$ cat src/rtl/prog_run_controller.sv
// Run controller: accepts a 4-phase host run request, loads program addresses,
// starts the core program counter and reports completion status and run length.
module prog_run_controller #(
    parameter int unsigned PC_BITS  = 9,
    parameter int unsigned P0_START = 0,
    parameter int unsigned P0_DONE  = 435,
    parameter int unsigned P1_START = 436,
    parameter int unsigned P1_DONE  = 300,
    parameter int unsigned P2_START = 301,
    parameter int unsigned P2_DONE  = 511,
    parameter int unsigned TIMEOUT  = 4095
) (
    input  logic               clock,
    input  logic               reset_n,
    input  logic               host_req,
    input  logic [1:0]         host_prog,
    input  logic               host_abort,
    output logic               host_ack,
    output logic [1:0]         host_err,
    output logic               busy,
    output logic               core_start,
    input  logic               core_done,
    output logic [PC_BITS-1:0] core_start_addr,
    output logic [PC_BITS-1:0] core_done_addr,
    output logic               dm_host_sel,
    output logic [15:0]        cycle_count
);

    localparam int unsigned CNT_BITS   = 16;
    localparam logic [CNT_BITS-1:0] LAST_CYCLE = CNT_BITS'(TIMEOUT - 1);
    localparam logic [CNT_BITS-1:0] COUNT_MAX  = {CNT_BITS{1'b1}};

    localparam logic [1:0] ERR_OK      = 2'b00;
    localparam logic [1:0] ERR_BAD     = 2'b01;
    localparam logic [1:0] ERR_TIMEOUT = 2'b10;
    localparam logic [1:0] ERR_ABORT   = 2'b11;

    typedef enum logic [2:0] {
        IDLE   = 3'd0,
        LOAD   = 3'd1,
        START  = 3'd2,
        RUN    = 3'd3,
        FINISH = 3'd4
    } state_t;

    state_t state, state_next;

    logic               ack_next;
    logic [1:0]         err_next;
    logic               busy_next;
    logic               start_next;
    logic               sel_next;
    logic [CNT_BITS-1:0] count_next;
    logic [PC_BITS-1:0] saddr_next;
    logic [PC_BITS-1:0] daddr_next;
    logic [PC_BITS-1:0] prog_start;
    logic [PC_BITS-1:0] prog_done;
    logic               exit_run;
    logic [1:0]         exit_err;

    // Program address table, indexed by the requested program.
    always_comb begin
        prog_start = PC_BITS'(P0_START);
        prog_done  = PC_BITS'(P0_DONE);
        case (host_prog)
            2'd1: begin
                prog_start = PC_BITS'(P1_START);
                prog_done  = PC_BITS'(P1_DONE);
            end
            2'd2: begin
                prog_start = PC_BITS'(P2_START);
                prog_done  = PC_BITS'(P2_DONE);
            end
            default: ;
        endcase
    end

    always_ff @(posedge clock or negedge reset_n) begin
        if (!reset_n) begin
            state           <= IDLE;
            host_ack        <= 1'b0;
            host_err        <= ERR_OK;
            busy            <= 1'b0;
            core_start      <= 1'b0;
            dm_host_sel     <= 1'b1;
            cycle_count     <= '0;
            core_start_addr <= PC_BITS'(P0_START);
            core_done_addr  <= PC_BITS'(P0_DONE);
        end else begin
            state           <= state_next;
            host_ack        <= ack_next;
            host_err        <= err_next;
            busy            <= busy_next;
            core_start      <= start_next;
            dm_host_sel     <= sel_next;
            cycle_count     <= count_next;
            core_start_addr <= saddr_next;
            core_done_addr  <= daddr_next;
        end
    end

    // Outputs are computed for the state being entered so they are valid in it.
    always_comb begin
        state_next = state;
        ack_next   = host_ack;
        err_next   = host_err;
        busy_next  = busy;
        start_next = 1'b0;
        sel_next   = dm_host_sel;
        count_next = cycle_count;
        saddr_next = core_start_addr;
        daddr_next = core_done_addr;
        exit_run   = 1'b0;
        exit_err   = ERR_OK;

        case (state)
            IDLE: begin
                if (host_req) begin
                    if (host_prog == 2'd3) begin
                        state_next = FINISH;
                        ack_next   = 1'b1;
                        err_next   = ERR_BAD;
                    end else begin
                        state_next = LOAD;
                        busy_next  = 1'b1;
                        sel_next   = 1'b0;
                        err_next   = ERR_OK;
                        count_next = '0;
                        saddr_next = prog_start;
                        daddr_next = prog_done;
                    end
                end
            end
            LOAD: begin
                state_next = START;
                start_next = 1'b1;
            end
            START: begin
                state_next = RUN;
            end
            RUN: begin
                // The exiting cycle is still counted.
                if (cycle_count != COUNT_MAX) begin
                    count_next = cycle_count + CNT_BITS'(1);
                end
                if (core_done) begin
                    exit_run = 1'b1;
                    exit_err = ERR_OK;
                end else if (host_abort) begin
                    exit_run = 1'b1;
                    exit_err = ERR_ABORT;
                end else if (cycle_count == LAST_CYCLE) begin
                    exit_run = 1'b1;
                    exit_err = ERR_TIMEOUT;
                end
                if (exit_run) begin
                    state_next = FINISH;
                    ack_next   = 1'b1;
                    err_next   = exit_err;
                    busy_next  = 1'b0;
                    sel_next   = 1'b1;
                end
            end
            FINISH: begin
                if (!host_req) begin
                    state_next = IDLE;
                    ack_next   = 1'b0;
                end
            end
            default: begin
                state_next = IDLE;
            end
        endcase
    end

endmodule

$ cat config.mk
export PLATFORM = sky130hd
export DESIGN_NAME = prog_run_controller
export DESIGN_NICKNAME = d
export VERILOG_FILES = /design/src/rtl/prog_run_controller.sv
export SDC_FILE = /design/constraint.sdc
export NUM_CORES = 1
export LEC_CHECK = 0
export CAP_MARGIN = 20
export CORE_MARGIN = 2
export CORE_UTILIZATION = 48
export CTS_CLUSTER_DIAMETER = 30
export DETAILED_ROUTE_END_ITERATION = 10
export GPL_TIMING_DRIVEN = 0
export MAX_ROUTING_LAYER = met4
export PLACE_DENSITY = 0.85
export SYNTH_ARGS = -nofsm -noshare
export SYNTH_HDL_FRONTEND = slang
export SYNTH_SLANG_ARGS = --single-unit
$ cat constraint.sdc
create_clock -name clock -period 2.7 [get_ports clock]
set_input_delay 0.81 -clock clock [delete_from_list [all_inputs] [get_ports clock]]
set_output_delay 0.81 -clock clock [all_outputs]
set_load 0.005 [all_outputs]
==> results.toml <==
[worst_setup_path]
worstSetupStartpointType = "input pin"
cp.required_ns = 2.95
critPathKind = "in2reg"
startpoint = "host_prog[1]"
endpoint_kind = "register"
reg2reg_from = "state[1]"
path_max_fanout = 8
crit_arrival_ns = 2.86

[drt]
drt-pass1-iter-count = 5
ant_nets = 0
drt_iter0_drc = 68
wl_mm = 3.66
via_per_inst = 5.24
vias = 1500
wl_met3_um = 223
wl_met1_mm = 1.68
drc = 0
wl_met2_mm = 1.68
highest_layer = "met4"
post_drt_wl_per_cell_um = 12.8

[placement]
dp_hpwl_mm = 2.69
gp_congestion = 0.807
numPortBuffers = 42
dpl_worst_slack_ns = -0.596

[timing]
rsz0062_at_grt = "false"
maxSlewViolCount = 0
fin_skew_ns = 0.00948
period_share_pct = 96.5
fmax_mhz = 384
period_minus_slack_ns = 2.61
timing.final.ws_setup_ns = 0.0937
hold_violations = 0
final-setup-viol-count = 0
slew_headroom_pct = 51.3
tightest_slew_ns = 0.729

[cts]
cts_tree = "done"
clock_path_buffers = 2
ctsHoldBuffers = 0
clkTransAtPathRegs_ns = 0.08
cts_buffers = 5
clockRootBuffer = "clkbuf_4"
clock_sinks = 29
htreeDepth = 2
insertion_delay_ns = 0.33

[layout]
syn2layout_area_growth_pct = 38.1
fillerInstances = 285
ff_latch_area_um2 = 728
fin_nets = 252
layout-drive-gt1-share_pct = 17.9
fin_util_pct = 69.6
multi_input_area_um2 = 860
insertedDiodeCount = 0

[run]
maxCapViolations = 0

[die]
die_w_um = 63.4
fp.dieH_um = 63.4
std_cell_rows = 21
core_um2 = 3360
start_util_pct = 50.4
fp.dieArea_um2 = 4020
ioPinCount = 47

[synthesis]
syn_inst = 182
netlist_area_um2 = 1700
ys_ff_latch = 29
ys_warn_count = 0
synth_seq_area_share_pct = 43.0
synth-edff-count = 0
synth_cell_types = 45
ys.flop_type = "dfrtp_1"
async_flop_share_pct = 100
synth_area_per_cell_um2 = 9.32

[power]
peakVddDrop_v = 0.000456
total_power_uw = 1710
p_leak_uw = 0.000993
power_density_nw_per_um2 = 732

[grt]
grt_pass1_wl_mm = 6.13
grt_max_degree = 17
grt.overflow.total = 0
track_usage_pct = 20.1
grt_pass1_vias = 1380
antenna_found_initial = 0

[status]
status = "completed"

[worst_hold_path]
hp-class = "reg2reg"
hold_path.startpoint = "dm_host_sel"
-- metrics by stage --
stage / setup TNS, ns / cells / cell area [µm²] / hold slack [ns]
after global placement: -7.35 / 272 / 2180 / 0.457
final: 0 / 286 / 2340 / 0.480
after detailed placement: -8.19 / 273 / 2210 / 0.465
after floorplan: 0 / 184 / 1700 / 0.451
after global routing: 0 / 286 / 2340 / 0.511
after CTS: 0 / 283 / 2300 / 0.479
-- critical path: stages --
cell           delay, ns
dlygate4sd2_1       0.28
ha_4                0.18
or4b_4              0.51
a2111oi_4           0.42
o21ai_4             0.15
or3_4               0.39
a21oi_2             0.13
-- cell type report --
cell class	instances	share of cell area, %
multi-input combinational	130	36.7
sequential	29	31.1
timing repair buffer	48	20.6
buffer	19	5.67
clock buffer	8	2.51
tap	46	2.46
inverter	6	0.962
-- kinds of logic (layout without fill, tap and decap cells) --
kind of cell | Yosys count | in the layout | share of synthesized area [%]
simple gates | 70 | 70 | 22.3
compound gates | 42 | 42 | 16.5
flops | 29 | 29 | 43.0
buf+inv | 25 | 81 | 9.15
xor+xnor | 7 | 7 | 3.62
fa+ha+maj | 6 | 6 | 4.43
other cells | 2 | 4 | 0.443
mux | 1 | 1 | 0.590
-- final timing paths --
kind / slack, ns / endpoint / depth (start not counted)
setup / recovery: 0.09 / cycle_count[11] / 7
hold / removal: 0.48 / dm_host_sel / 2
setup reg to reg: 0.46 / cycle_count[11] / 6
hold reg to reg: 0.48 / dm_host_sel / 2
max in group asynchronous: 1.17 / core_done_addr[4] / 2
min in group asynchronous: 0.91 / cycle_count[8] / 1
-- flip-flops by register name, indices dropped and copies added (netlist names) --
register and flops:
core_start 1, dm_host_sel 1, core_done_addr 1, host_err 2, cycle_count 16, host_ack 1, busy 1, core_start_addr 3
state 3
-- power by group --
group          switching [µW]  internal (µW)
registers                79.8            542
clock network             144            128
logic                     346            475
total                     569           1140
-- synth_stat cells, types with 2 or more instances --
library cell	count	area, µm²
nor2_1	16	60.1
conb_1	2	7.51
or3_1	6	37.5
o21ai_2	2	17.5
clkbuf_1	3	11.3
dfstp_2	2	52.6
nand2b_1	2	12.5
o21a_1	3	22.5
xor2_1	6	52.6
nor3_1	3	15.0
ha_1	6	75.1
dfrtp_1	27	676
nand3_1	8	40.0
nand4b_1	2	17.5
buf_4	14	105
nand2_1	16	60.1
nor2b_1	2	12.5
o21ai_0	13	65.1
or4_1	2	15.0
nand4bb_1	2	22.5
nand4_1	4	25.0
inv_1	5	18.8
a21oi_1	14	70.1
-- layout by cell type (no fill, tap or decap), types with 6 or more instances in the layout --
cell type	n
nor2_1	16
nand3_1	8
xor2_1	6
clkdlybuf4s50_1	39
buf_4	19
o21ai_0	13
nand2_1	16
a21oi_1	13
dfrtp_1	27
-- metal layers --
metal | vias to the layer above | track usage, %
li1 | 741 | -
met1 | 699 | 25.6
met2 | 50 | 30.4
met3 | 10 | 3.93
met4 | 0 | 10.6
met5 | - | -
-- timing repair --
item | in CTS | in global routing
endpoints found under the setup margin | 12 | 11
pin swaps | 2 | 2
buffers inserted | 2 | 3
resized for setup | 6 | 6
Power figures use the tool's default switching activity.
